--- src/rtl/plab5_mcore_net_msg_to_mem_req_pkg.sv ---
// Shared types and field-width helpers for the bank-side network-to-memory request receiver.
// The core-side packer stores the request domain inverted in the payload MSB.
package plab5_mcore_net_msg_to_mem_req_pkg;

    typedef enum logic {
        BUF_EMPTY = 1'b0,
        BUF_FULL  = 1'b1
    } buf_state_e;

    localparam int   MEM_REQ_TYPE_NBITS     = 3;
    localparam logic DOMAIN_STORED_INVERTED = 1'b1;

    // {type, opaque, addr, len, data}; len counts bytes of the data word
    function automatic int mem_req_nbits(input int mo, input int ma, input int md);
        return MEM_REQ_TYPE_NBITS + mo + ma + $clog2(md / 8) + md;
    endfunction

    // {dest, src, opaque, payload}
    function automatic int net_msg_nbits(input int p, input int o, input int s);
        return 2 * s + o + p;
    endfunction

    function automatic logic recover_domain(input logic stored_bit);
        return stored_bit ^ DOMAIN_STORED_INVERTED;
    endfunction

endpackage

--- src/rtl/plab5_mcore_net_msg_to_mem_req_queue.sv ---
// Two-entry normal queue: no bypass, enq_rdy depends only on current occupancy.
module plab5_mcore_net_msg_to_mem_req_queue #(
    parameter int p_nbits = 8
) (
    input  logic               clk,
    input  logic               reset,
    input  logic               i_enq_val,
    output logic               o_enq_rdy,
    input  logic [p_nbits-1:0] i_enq_msg,
    output logic               o_deq_val,
    input  logic               i_deq_rdy,
    output logic [p_nbits-1:0] o_deq_msg
);

    logic [p_nbits-1:0] r_entry [2];
    logic               r_head;
    logic               r_tail;
    logic [1:0]         r_count;
    logic               w_enq;
    logic               w_deq;

    assign o_enq_rdy = !reset && (r_count != 2'd2);
    assign o_deq_val = !reset && (r_count != 2'd0);
    assign w_enq     = i_enq_val && o_enq_rdy;
    assign w_deq     = o_deq_val && i_deq_rdy;
    assign o_deq_msg = r_entry[r_head];

    always_ff @(posedge clk) begin
        if (reset) begin
            r_head  <= 1'b0;
            r_tail  <= 1'b0;
            r_count <= 2'd0;
        end else begin
            if (w_enq) r_tail <= ~r_tail;
            if (w_deq) r_head <= ~r_head;
            r_count <= r_count + 2'(w_enq) - 2'(w_deq);
        end
    end

    always_ff @(posedge clk) begin
        if (w_enq) r_entry[r_tail] <= i_enq_msg;
    end

endmodule

--- src/rtl/plab5_mcore_net_msg_to_mem_req.sv ---
// Joins one control flit and one data flit in arrival order into a memory request,
// recovers the security domain from the payload MSB and buffers it in a 2-entry queue.
module plab5_mcore_net_msg_to_mem_req
    import plab5_mcore_net_msg_to_mem_req_pkg::*;
#(
    parameter int p_net_dest          = 0,
    parameter int p_mem_opaque_nbits  = 8,
    parameter int p_mem_addr_nbits    = 32,
    parameter int p_mem_data_nbits    = 32,
    parameter int p_net_opaque_nbits  = 4,
    parameter int p_net_srcdest_nbits = 3,
    localparam int c_mreq_nbits = mem_req_nbits(p_mem_opaque_nbits, p_mem_addr_nbits, p_mem_data_nbits),
    localparam int npc          = c_mreq_nbits - p_mem_data_nbits,
    localparam int c_ctrl_nbits = net_msg_nbits(npc + 1, p_net_opaque_nbits, p_net_srcdest_nbits)
) (
    input  logic                           clk,
    input  logic                           reset,
    input  logic                           net_ctrl_val,
    output logic                           net_ctrl_rdy,
    input  logic [c_ctrl_nbits-1:0]        net_ctrl_msg,
    input  logic                           net_data_val,
    output logic                           net_data_rdy,
    input  logic [p_mem_data_nbits-1:0]    net_data_msg,
    output logic                           mem_req_val,
    input  logic                           mem_req_rdy,
    output logic [c_mreq_nbits-1:0]        mem_req_msg,
    output logic                           mem_req_domain,
    output logic [p_net_srcdest_nbits-1:0] mem_req_src,
    output logic                           dest_err
);

    localparam int ns          = p_net_srcdest_nbits;
    localparam int c_outq_bits = 1 + ns + c_mreq_nbits;
    localparam logic [ns-1:0] c_dest = ns'(p_net_dest);

    buf_state_e r_ctrl_state, w_ctrl_state_nxt;
    buf_state_e r_data_state, w_data_state_nxt;

    logic [ns+npc:0]               r_ctrl_fields;   // {src, payload}
    logic [p_mem_data_nbits-1:0]   r_data_msg;
    logic                          r_dest_err;

    logic                          w_ctrl_full, w_data_full;
    logic                          w_ctrl_enq, w_data_enq;
    logic                          w_join;
    logic                          w_outq_enq_rdy;
    logic [c_outq_bits-1:0]        w_outq_enq_msg;
    logic [c_outq_bits-1:0]        w_outq_deq_msg;
    logic [ns-1:0]                 w_in_dest, w_in_src;
    logic                          w_unused_net_opaque;

    assign w_in_dest           = net_ctrl_msg[c_ctrl_nbits-1 -: ns];
    assign w_in_src            = net_ctrl_msg[c_ctrl_nbits-ns-1 -: ns];
    assign w_unused_net_opaque = ^net_ctrl_msg[npc+p_net_opaque_nbits:npc+1];

    assign w_ctrl_enq = net_ctrl_val && net_ctrl_rdy;
    assign w_data_enq = net_data_val && net_data_rdy;

    always_ff @(posedge clk) begin
        if (reset) begin
            r_ctrl_state <= BUF_EMPTY;
            r_data_state <= BUF_EMPTY;
        end else begin
            r_ctrl_state <= w_ctrl_state_nxt;
            r_data_state <= w_data_state_nxt;
        end
    end

    always_comb begin
        w_ctrl_state_nxt = r_ctrl_state;
        w_data_state_nxt = r_data_state;
        case (r_ctrl_state)
            BUF_EMPTY: if (w_ctrl_enq)            w_ctrl_state_nxt = BUF_FULL;
            BUF_FULL:  if (w_join && !w_ctrl_enq) w_ctrl_state_nxt = BUF_EMPTY;
            default:                              w_ctrl_state_nxt = BUF_EMPTY;
        endcase
        case (r_data_state)
            BUF_EMPTY: if (w_data_enq)            w_data_state_nxt = BUF_FULL;
            BUF_FULL:  if (w_join && !w_data_enq) w_data_state_nxt = BUF_EMPTY;
            default:                              w_data_state_nxt = BUF_EMPTY;
        endcase
    end

    // A buffer accepts while empty or while its current flit leaves in a join
    always_comb begin
        w_ctrl_full  = (r_ctrl_state == BUF_FULL);
        w_data_full  = (r_data_state == BUF_FULL);
        w_join       = w_ctrl_full && w_data_full && w_outq_enq_rdy;
        net_ctrl_rdy = !reset && (!w_ctrl_full || w_join);
        net_data_rdy = !reset && (!w_data_full || w_join);
    end

    always_ff @(posedge clk) begin
        if (w_ctrl_enq) r_ctrl_fields <= {w_in_src, net_ctrl_msg[npc:0]};
        if (w_data_enq) r_data_msg    <= net_data_msg;
    end

    // Mismatched dest is flagged but the flit is still processed
    always_ff @(posedge clk) begin
        if (reset)                                  r_dest_err <= 1'b0;
        else if (w_ctrl_enq && w_in_dest != c_dest) r_dest_err <= 1'b1;
    end

    assign dest_err = r_dest_err;

    assign w_outq_enq_msg = {recover_domain(r_ctrl_fields[npc]),
                             r_ctrl_fields[ns+npc:npc+1],
                             r_ctrl_fields[npc-1:0],
                             r_data_msg};

    plab5_mcore_net_msg_to_mem_req_queue #(
        .p_nbits (c_outq_bits)
    ) u_outq (
        .clk       (clk),
        .reset     (reset),
        .i_enq_val (w_join),
        .o_enq_rdy (w_outq_enq_rdy),
        .i_enq_msg (w_outq_enq_msg),
        .o_deq_val (mem_req_val),
        .i_deq_rdy (mem_req_rdy),
        .o_deq_msg (w_outq_deq_msg)
    );

    assign {mem_req_domain, mem_req_src, mem_req_msg} = w_outq_deq_msg;

endmodule
--- config.mk ---
export PLATFORM = sky130hd
export DESIGN_NAME = plab5_mcore_net_msg_to_mem_req
export DESIGN_NICKNAME = d
export VERILOG_FILES = /design/src/rtl/plab5_mcore_net_msg_to_mem_req_pkg.sv /design/src/rtl/plab5_mcore_net_msg_to_mem_req_queue.sv /design/src/rtl/plab5_mcore_net_msg_to_mem_req.sv
export SDC_FILE = /design/constraint.sdc
export NUM_CORES = 1
export LEC_CHECK = 0
export ABC_AREA = 0
export CAP_MARGIN = 20
export CORE_ASPECT_RATIO = 0.7
export CORE_MARGIN = 1.5
export CORE_UTILIZATION = 50
export CTS_CLUSTER_DIAMETER = 50
export DETAILED_ROUTE_END_ITERATION = 16
export PLACE_DENSITY_LB_ADDON = 0.15
export SLEW_MARGIN = 20
export SYNTH_ARGS = -nofsm -noshare
export SYNTH_HDL_FRONTEND = slang
export SYNTH_SLANG_ARGS = --single-unit
--- constraint.sdc ---
create_clock -name clk -period 6.2 [get_ports clk]
set_input_delay 1.24 -clock clk [delete_from_list [all_inputs] [get_ports clk]]
set_output_delay 1.24 -clock clk [all_outputs]
set_load 0.01 [all_outputs]
# --- Word-level counts from Yosys, hierarchy flattened ---
# Memories as Yosys holds them, arrays and structs flattened. A register that Yosys moved wholly into a read port is not among the register bits.
# Cells that the tools add are included.
# W data, S select, Z words.
classes:
  n_addsub: 2
  eq_ne: 1
  n_mux: 10
  bitwise: 5
  reduce_logical: 22
op_table:
  columns: ["op", "n"]
  rows:
  - ["$logic_and A1 B1 Y1", 13]
  - ["$mux W1", 8]
  - ["$logic_not A1 Y1", 5]
  - ["$not A1 Y1", 5]
  - ["$pmux W1 S2", 2]
  - ["$reduce_bool A3 Y1", 1]
  - ["$add A2 B1 Y2", 1]
  - ["$logic_or A1 B1 Y1", 2]
  - ["$ne A2 B2 Y1 const B", 1]
  - ["$reduce_bool A2 Y1", 1]
  - ["$sub A2 B1 Y2", 1]
totals:
  reg_bits: 88
  ram_bits: 162
  in_bits: 93
  out_inout_bits: 85
  word_cells: 49
  memories: 1
memory_table:
  columns: ["memory", "depth", "width", "read_ports", "rd_clocked_by_memory_dff", "write_ports", "line", "rtl"]
  rows:
  - ["u_outq.r_entry", 2, 81, 1, 1, 1, "plab5_mcore_net_msg_to_mem_req_queue.sv:15", "logic [p_nbits-1:0] r_entry [2];"]

# --- Depth between registers and ports, before layout ---
logic_depth:
  depth_word: 10
  mapped_depth: 8
  ltp_nobuf: 7

# --- Hierarchy ---
# From an unflattened synthesis, not the netlist that was laid out.
unflattened:
  hier_cells: 380
  area_unflattened_um2: 9078.7
by_module_without_submodules:
  columns: ["mod", "n_inst", "cells_each", "area_each_um2"]
  rows:
  - ["plab5_mcore_net_msg_to_mem_req_queue", 1, 281, 6498.7]
  - ["plab5_mcore_net_msg_to_mem_req", 1, 99, 2580.0]

# --- Worst setup path before layout ---
# OpenSTA, ideal clock, no wires.
synth_timing:
  kind: "input port to flip-flop"
  from: "input port reset"
  to: "memory u_outq.r_entry[0][0] (netlist bit), enable pin"
  setup_time_ps: 521
  t_arrival_ps: 5209
  required_time_ps: 5679
  setup_slack_ps: 471
  stages: 4
  n_path_buf: 1
  path_cell_list: "nand2b_1 or3_1 buf_2 nor2_1"
synth_via:
  elab_chain_len: 6
synth_lines:
  columns: ["element", "line", "rtl"]
  rows:
  - ["from (decl)", "plab5_mcore_net_msg_to_mem_req.sv:17", "input logic reset,"]
  - ["$logic_not A1 Y1 *", "plab5_mcore_net_msg_to_mem_req_queue.sv:22", "assign o_enq_rdy = !reset && (r_count != 2'd2);"]
  - ["$logic_and A1 B1 Y1 *", "plab5_mcore_net_msg_to_mem_req_queue.sv:22", null]
  - ["$logic_and A1 B1 Y1", "plab5_mcore_net_msg_to_mem_req.sv:88", "w_join = w_ctrl_full && w_data_full && w_outq_enq_rdy;"]
  - ["$logic_and A1 B1 Y1 *", "plab5_mcore_net_msg_to_mem_req_queue.sv:24", "assign w_enq = i_enq_val && o_enq_rdy;"]
  - ["$mux W1 *", "plab5_mcore_net_msg_to_mem_req_queue.sv:41", "if (w_enq) r_entry[r_tail] <= i_enq_msg;"]
  - ["$mux W1 (implied by the code) *", "plab5_mcore_net_msg_to_mem_req_queue.sv:41", null]
  - ["to (decl)", "plab5_mcore_net_msg_to_mem_req_queue.sv:15", null]
# Mark *: on every way between the ends. The rest lies on a longest branch, timed or not.

# --- Worst setup path after layout ---
layout_timing:
  from: "input port reset"
  to: "output port net_data_rdy"
layout_via:
  elab_chain_len: 5
layout_lines:
  columns: ["element", "line", "rtl"]
  rows:
  - ["$logic_not A1 Y1 *", "plab5_mcore_net_msg_to_mem_req_queue.sv:22, plab5_mcore_net_msg_to_mem_req.sv:90", null]
  - ["$logic_and A1 B1 Y1", "plab5_mcore_net_msg_to_mem_req_queue.sv:22", null]
  - ["$logic_and A1 B1 Y1", "plab5_mcore_net_msg_to_mem_req.sv:88", null]
  - ["$logic_or A1 B1 Y1", "plab5_mcore_net_msg_to_mem_req.sv:90", "net_data_rdy = !reset && (!w_data_full || w_join);"]
  - ["$logic_and A1 B1 Y1 *", "plab5_mcore_net_msg_to_mem_req.sv:90", null]
  - ["to (decl)", "plab5_mcore_net_msg_to_mem_req.sv:22", "output logic net_data_rdy,"]
# Marks and branches as above.

==> flow_summary.ini <==
[floorplanning]
core-area_sq_mm = 0.0171
die-area_sq_mm = 0.0181
initial_utilization_pct = 50.8
num_rows = 40
ios = 178
die_x_um = 160
die_h_um = 113

[grt]
overflow = 0
antenna_found_initial = 0
track_usage_pct = 15.5
grt_max_degree = 82
grt_pass1_wl_mm = 21.5
grt_pass1_vias = 4184

[critical_path]
cp-end-kind = output pin
crit_required_ns = 4.96
rrSetupSlack_ns = 3.52
cp-start-kind = input port
cp.arrival_ns = 3.41
crit_type = in -> out
worst-path-max-fanout = 13

[logic_synthesis]
yosysUniqueCellTypes = 26
synthTopCellsByArea = edfxtp_1, mux2_2, dfxtp_1
syn_area_sq_mm = 0.00867
synth-seq-cells = 251
ys.warnings.count = 0
yosysSeqAreaShare_pct = 86.0
synth_nets = 475
synth.top_cell.area_share_pct = 84.2
avgSynthCellArea_sq_um = 22.8
synth_top_area_cell = edfxtp_1
syn_inst = 380

[routing]
via_count = 3990
drtPass1Iterations = 4
drt_iter0_drc = 204
ant_nets = 0
routed_wl_mm = 14.3
viasPerCell = 4.87
drc = 0
wl_per_cell_um = 17.4

[sta]
finalCriticalPeriod_ns = 4.65
period_share_pct = 75.0
hold_slack_ns = 0.440
relSlewSlack_pct = 32.7
tightest_slew_ns = 1.01
fmax_mhz = 215
grt_setup_unrepaired = false
finalWorstSetupSlack_ns = 1.55
hold_viol = 0
finalSetupViolCount = 0
skew_ns = 0.0122
slew_violations = 0
fin_setup_tns_ns = 0

[layout]
layout_commonest_cell = edfxtp_1
multi_input_area_sq_mm = 0.00115
antennaDiodeCount = 0
final_cell_mix = edfxtp_1, clkdlybuf4s50_1, mux2_2, clkbuf_16, mux2_1
nFillCells = 1122
fin_util_pct = 67.7
layout-drive-gt1-share_pct = 19.7
nets = 667
regArea_sq_mm = 0.00746
synthToLayoutAreaGrowth_pct = 33.3
finalNonFillerCells = 820

[cts]
cts_tree = built
clock_sinks = 251
clkTransAtPathRegs_ns = 0.07
cts_setup_buffers = 0
clkLatencyLatePin_ns = 0.51
cts_made_buffers = 24
root_buffer = clkbuf_16
clock_path_buffers = 3
h-tree-depth = 1
holdBufCountCts = 0
post_cts_resized = 0

[placed_design]
place_inst = 775
place_ws_ns = 1.55
io_buffer_count = 173
hpwl_mm = 8.50
gp_congestion = 0.791

[run_status]
status = finished, final reports clean

[power_and_ir_drop]
p_clk_share_pct = 39.8
power_density_mw_per_mm2 = 322
p_seq_share_pct = 52.5
p_sw_share_pct = 19.3
p_leak_nw = 3.81
ir_worst_vdd_mv = 0.229
pwr-share-comb_pct = 7.7
p_int_w = 0.00300
p_sw_w = 0.000718

[run]
maxCapViolCount = 0

[worst_hold_path]
hold_path_class = reg -> reg
[registers in the layout, summed over array words and instances, names as in the netlist, 2 cells and up, named ones only]
signal / flops
u_outq.r_entry: 162
r_data_msg: 32
r_ctrl_fields: 49
u_outq.r_count: 2
[logic make-up after synthesis]
| family | after synthesis | share of synthesized area [%] |
|---|---|---|
| multiplexers | 84 | 10.9 |
| AND/OR/NAND/NOR | 14 | 0.982 |
| AO/OA/AOI/OAI | 8 | 0.635 |
| flip-flops | 251 | 86.0 |
| adder cells (fa/ha/maj) | 2 | 0.289 |
| buffers and inverters | 19 | 0.982 |
| XOR/XNOR | 2 | 0.202 |
[stage by stage]
stage / instance area [sq um] / power [W]
CTS: 11500 / 0.00377
global route: 11600 / 0.00385
finish: 11600 / 0.00372
global placement: 10700 / 0.00227
detailed placement: 10700 / 0.00228
floorplan: 8670 / 0.00210
[final cells by class]
| class | count | share of cell area, % |
|---|---|---|
| sequential | 251 | 64.6 |
| timing repair buffer | 178 | 15.6 |
| multi-input combinational | 110 | 9.98 |
| clock buffer | 30 | 5.58 |
| tap | 231 | 2.50 |
| clock inverter | 13 | 1.49 |
| inverter | 7 | 0.238 |
[power by group through the flow]
stage	clock (W)	sequential [W]	combinational, W
finish	0.00148	0.00195	0.000286
global route	0.00158	0.00196	0.000304
CTS	0.00152	0.00197	0.000276
detailed placement	0	0.00200	0.000273
global placement	0	0.00200	0.000270
floorplan	0	0.00198	0.000128
[synth_stat cells]
cell type,instances
a211oi_1,1
a21oi_1,3
and2_1,2
buf_2,10
clkbuf_1,2
clkinv_2,1
dfxtp_1,8
edfxtp_1,243
ha_1,2
inv_1,6
mux2_1,11
mux2_2,70
mux2i_1,3
nand2_1,1
nand2b_1,4
nor2_1,3
nor2b_1,1
nor2b_4,1
nor4_1,1
o21ba_2,1
o22a_1,1
o22ai_1,1
o31ai_1,1
or3_1,1
xnor2_1,1
xor2_1,1
[critical path, stage by stage]
cell and delay [ns]:
clkdlybuf4s50_1 0.64, nand2b_1 0.27, or3_1 0.49, a21oi_1 0.21
clkdlybuf4s50_1 0.56
[final timing paths]
path,cells past startpoint,endpoint,startpoint
worst min register to register,0,u_outq.r_entry[0][3]$_DFFE_PP_,r_data_msg[3]$_DFFE_PP_
worst max-delay path,5,net_data_rdy,reset
worst max register to register,5,u_outq.r_entry[1][77]$_DFFE_PP_,r_data_state$_SDFF_PP0_
worst min-delay path,0,u_outq.r_entry[0][3]$_DFFE_PP_,r_data_msg[3]$_DFFE_PP_
[routing by layer]
layer / part of all wire (%) / vias to the layer above / global-route usage [%] / routed length, um
met5: 0 / - / 0 / 0
met4: 1.7 / 0 / 3.68 / 236
met3: 5.8 / 22 / 3.96 / 833
met2: 49 / 132 / 26.0 / 6950
met1: 44 / 1960 / 20.6 / 6250
li1: - / 1876 / - / -
(Power assumes the default switching activity.)
==> variant 1: new RTL, config.mk and constraints unchanged <==
Set the parameter `p_mem_data_nbits` to 64 (it was 32).
--- a/src/rtl/plab5_mcore_net_msg_to_mem_req.sv
+++ b/src/rtl/plab5_mcore_net_msg_to_mem_req.sv
@@ -8,3 +8,3 @@
     parameter int p_mem_addr_nbits    = 32,
-    parameter int p_mem_data_nbits    = 32,
+    parameter int p_mem_data_nbits    = 64,
     parameter int p_net_opaque_nbits  = 4,
Interface: changed (resized mem_req_msg, net_ctrl_msg and net_data_msg); port bits go from 178 to 244. No check against the original RTL was run, so the function may have changed too.
==> variant 1 against the original RTL <==
- total power rose by 39%
- worst setup slack improved by 0.0077 ns
- die area grew 38%
- wire length is 50% higher
- combinational power rose by 31%
- global-route usage rose by 1.8 points
- sequential power up 39%
- count of clock-buffer cells in the layout increased by 17
- sequential cell count rose by 99
- synthesized area up 39%
- worst hold slack worse by 0.0042 ns
- final area increased by 39%
==> variant 1: results <==
group,metric,value,unit
place,dp_hpwl,13.14,mm
yosys,seq_area_frac_synth,0.8658,
sta,fin_skew,0.01058,ns
place,dpl-instance-area,0.01487,mm2
cells_and_area,final-clk-cell-share,0.07206,
cells_and_area,multi_input_area_share,0.09517,
detailed_routing,dr.first_iter.drc_count,270,
cells_and_area,buffer_area_frac,0.1552,
cells_and_area,fin_nets,910,
power,p_int,0.004173,W
yosys,synth_xor_area_frac,0.001454,
cells_and_area,multi_input_cells,143,
cells_and_area,reg_top3,"u_outq.r_entry: 228 flops, r_data_msg: 64 flops, r_ctrl_fields: 50 flops",
grt,grt_pass1_vias,6010,
cells_and_area,regArea,0.01043,mm2
cells_and_area,n_clock_buffer,47,
sta,worstMarginPinSlew,0.9877,ns
cells_and_area,numSequentialCells,350,
grt,grt_max_degree,69,
detailed_routing,dr_wl_met3,1.461,mm
place,dp_slack,1.558,ns
yosys,synth_compound_area_frac,0.004570,
place,port_buffers,239,
place,gp_congestion,0.7393,
cells_and_area,fill_cells,1554,
detailed_routing,wl_per_cell,19.02,um
yosys,yosys-top-cells-count,"edfxtp_1 (342), mux2_1 (114), buf_2 (8), dfxtp_1 (8)",
place,dp.cells,1063,
yosys,synth_fa_ha_area_frac,0.002077,
die,fp-row-count,47,
power,peakVddDrop,213.4,uV
outcome,status,"completed",
-- variant 1: path summary, 6_finish.rpt --
path / slack (ns) / endpoint / depth (start not counted)
worst max-delay path: 1.55 / net_data_rdy / 5
worst min-delay path: 0.44 / u_outq.r_entry[1][17]$_DFFE_PP_ / 0
worst min register to register: 0.44 / u_outq.r_entry[1][17]$_DFFE_PP_ / 0
worst max register to register: 3.46 / u_outq.r_entry[1][101]$_DFFE_PP_ / 5
-- variant 1: metal layers --
metal,track usage,up-vias
li1,-,2576
met4,0.04718,0
met5,0,-
met2,0.2904,170
met1,0.2224,2760
met3,0.05066,39
-- variant 1: worst max-delay path: cells and delay by family --
kind | cells | cell delay (ns)
AOI/OAI and AO/OA | 1 | 0.22
buffers and inverters | 2 | 1.19
and+or+nand+nor | 2 | 0.75
==> variant 2: new RTL, config.mk and constraints unchanged <==
Made on the original files. Reset style: asynchronous (`reset`), changed in 3 clocked blocks.
--- a/src/rtl/plab5_mcore_net_msg_to_mem_req_queue.sv
+++ b/src/rtl/plab5_mcore_net_msg_to_mem_req_queue.sv
@@ -27,3 +27,3 @@
 
-    always_ff @(posedge clk) begin
+    always_ff @(posedge clk or posedge reset) begin
         if (reset) begin
--- a/src/rtl/plab5_mcore_net_msg_to_mem_req.sv
+++ b/src/rtl/plab5_mcore_net_msg_to_mem_req.sv
@@ -58,3 +58,3 @@
 
-    always_ff @(posedge clk) begin
+    always_ff @(posedge clk or posedge reset) begin
         if (reset) begin
@@ -98,3 +98,3 @@
     // Mismatched dest is flagged but the flit is still processed
-    always_ff @(posedge clk) begin
+    always_ff @(posedge clk or posedge reset) begin
         if (reset)                                  r_dest_err <= 1'b0;
Check against the original RTL: differs if reset is asserted again (counterexample within 4 cycles, from zero or initial values and one cycle with reset high); with reset held inactive, the same outputs for 4 cycles.
==> variant 2 against the original RTL <==
- worst setup slack better by 0.51 ns
- sequential cell count decreased by 1
- count of clock-buffer cells in the layout is 3 lower
- final area is 1.7% higher
- global-route usage down 0.19 points
- sequential share of layout area is 0.97 points lower
- fmax is 12% higher
- die area is 4.6% higher
- worst hold slack better by 0.0015 ns
- non-clock buffer count increased by 1
- synthesized area increased by 4.7%
- wire length increased by 1.6%
Power is not compared: it rests on default switching activity, and its combinational part moved more than twofold at a synthesized area within 25%.
==> variant 2: results <==
group,metric,value,unit
grt,grt_use_total,0.1532,
yosys,synth_xor_area_frac,0.004689,
yosys,synth_fa_ha_area_frac,0.002758,
yosys,seq_area_frac_synth,0.8236,
worst_setup_path,critPathArrivalTime,2.90,ns
sta,worstMarginPinSlew,0.9151,ns
grt,grt_pass1_vias,4013,
yosys,synth.area.mux_share,0.1332,
place,dp_hpwl,9.039,mm
min_path,min_from,"r_data_msg[12]$_DFFE_PP_",
worst_setup_path,critPathMaxStageDelay,0.94,ns
yosys,ys_types,23,
grt,grt_max_degree,54,
worst_setup_path,worstReg2RegEnd,"u_outq.r_entry[0][31]$_DFFE_PP_",
cells_and_area,drive_gt1_frac,0.2178,
outcome,status,"completed",
grt,grt_pass1_wl,21.72,mm
worst_setup_path,r2r-start,"u_outq.r_count[0]$_DFF_PP0_",
detailed_routing,m1WireLength,6.464,mm
detailed_routing,routed_wirelength,14.50,mm
worst_setup_path,crit_fanout,40,
grt,use_met1,0.2089,
worst_setup_path,crit_path_top_delay_cell,"dfrtp_4",
sta,fin_skew,0.01697,ns
detailed_routing,via_per_inst,4.898,
cts,numCtsBuffers,25,
place,gp_congestion,0.6890,
worst_setup_path,r2r_slack,3.79,ns
## variant 2: changes by cell type after synthesis, moves of 8 or more
cell	delta
buf_12	+8
buf_2	-10
dfxtp_1	-8
mux2_1	-11
mux2_2	-68
mux2_4	+79
## variant 2: final cells by class
class	count	area, um2
Sequential cell	250	7476
Fill cell	1131	5713
Timing Repair Buffer	179	1802
Multi-Input combinational cell	106	1434
Clock buffer	27	633.1
Tap cell	231	289.0
Clock inverter	15	97.59
Inverter	6	22.52
## variant 2: stage by stage
stage / setup WS [ns] / cell area [um2] / total power (W) / cells / hold WS [ns]
after floorplan: 0.5597 / 9072 / 0.003135 / 371 / 0.4215
after global placement: 2.198 / 11020 / 0.003600 / 772 / 0.4216
after detailed placement: 2.066 / 11020 / 0.003630 / 772 / 0.4302
after CTS: 1.941 / 11750 / 0.004990 / 814 / 0.4417
after global routing: 1.930 / 11750 / 0.005133 / 814 / 0.4464
final: 2.058 / 11750 / 0.004918 / 814 / 0.4414
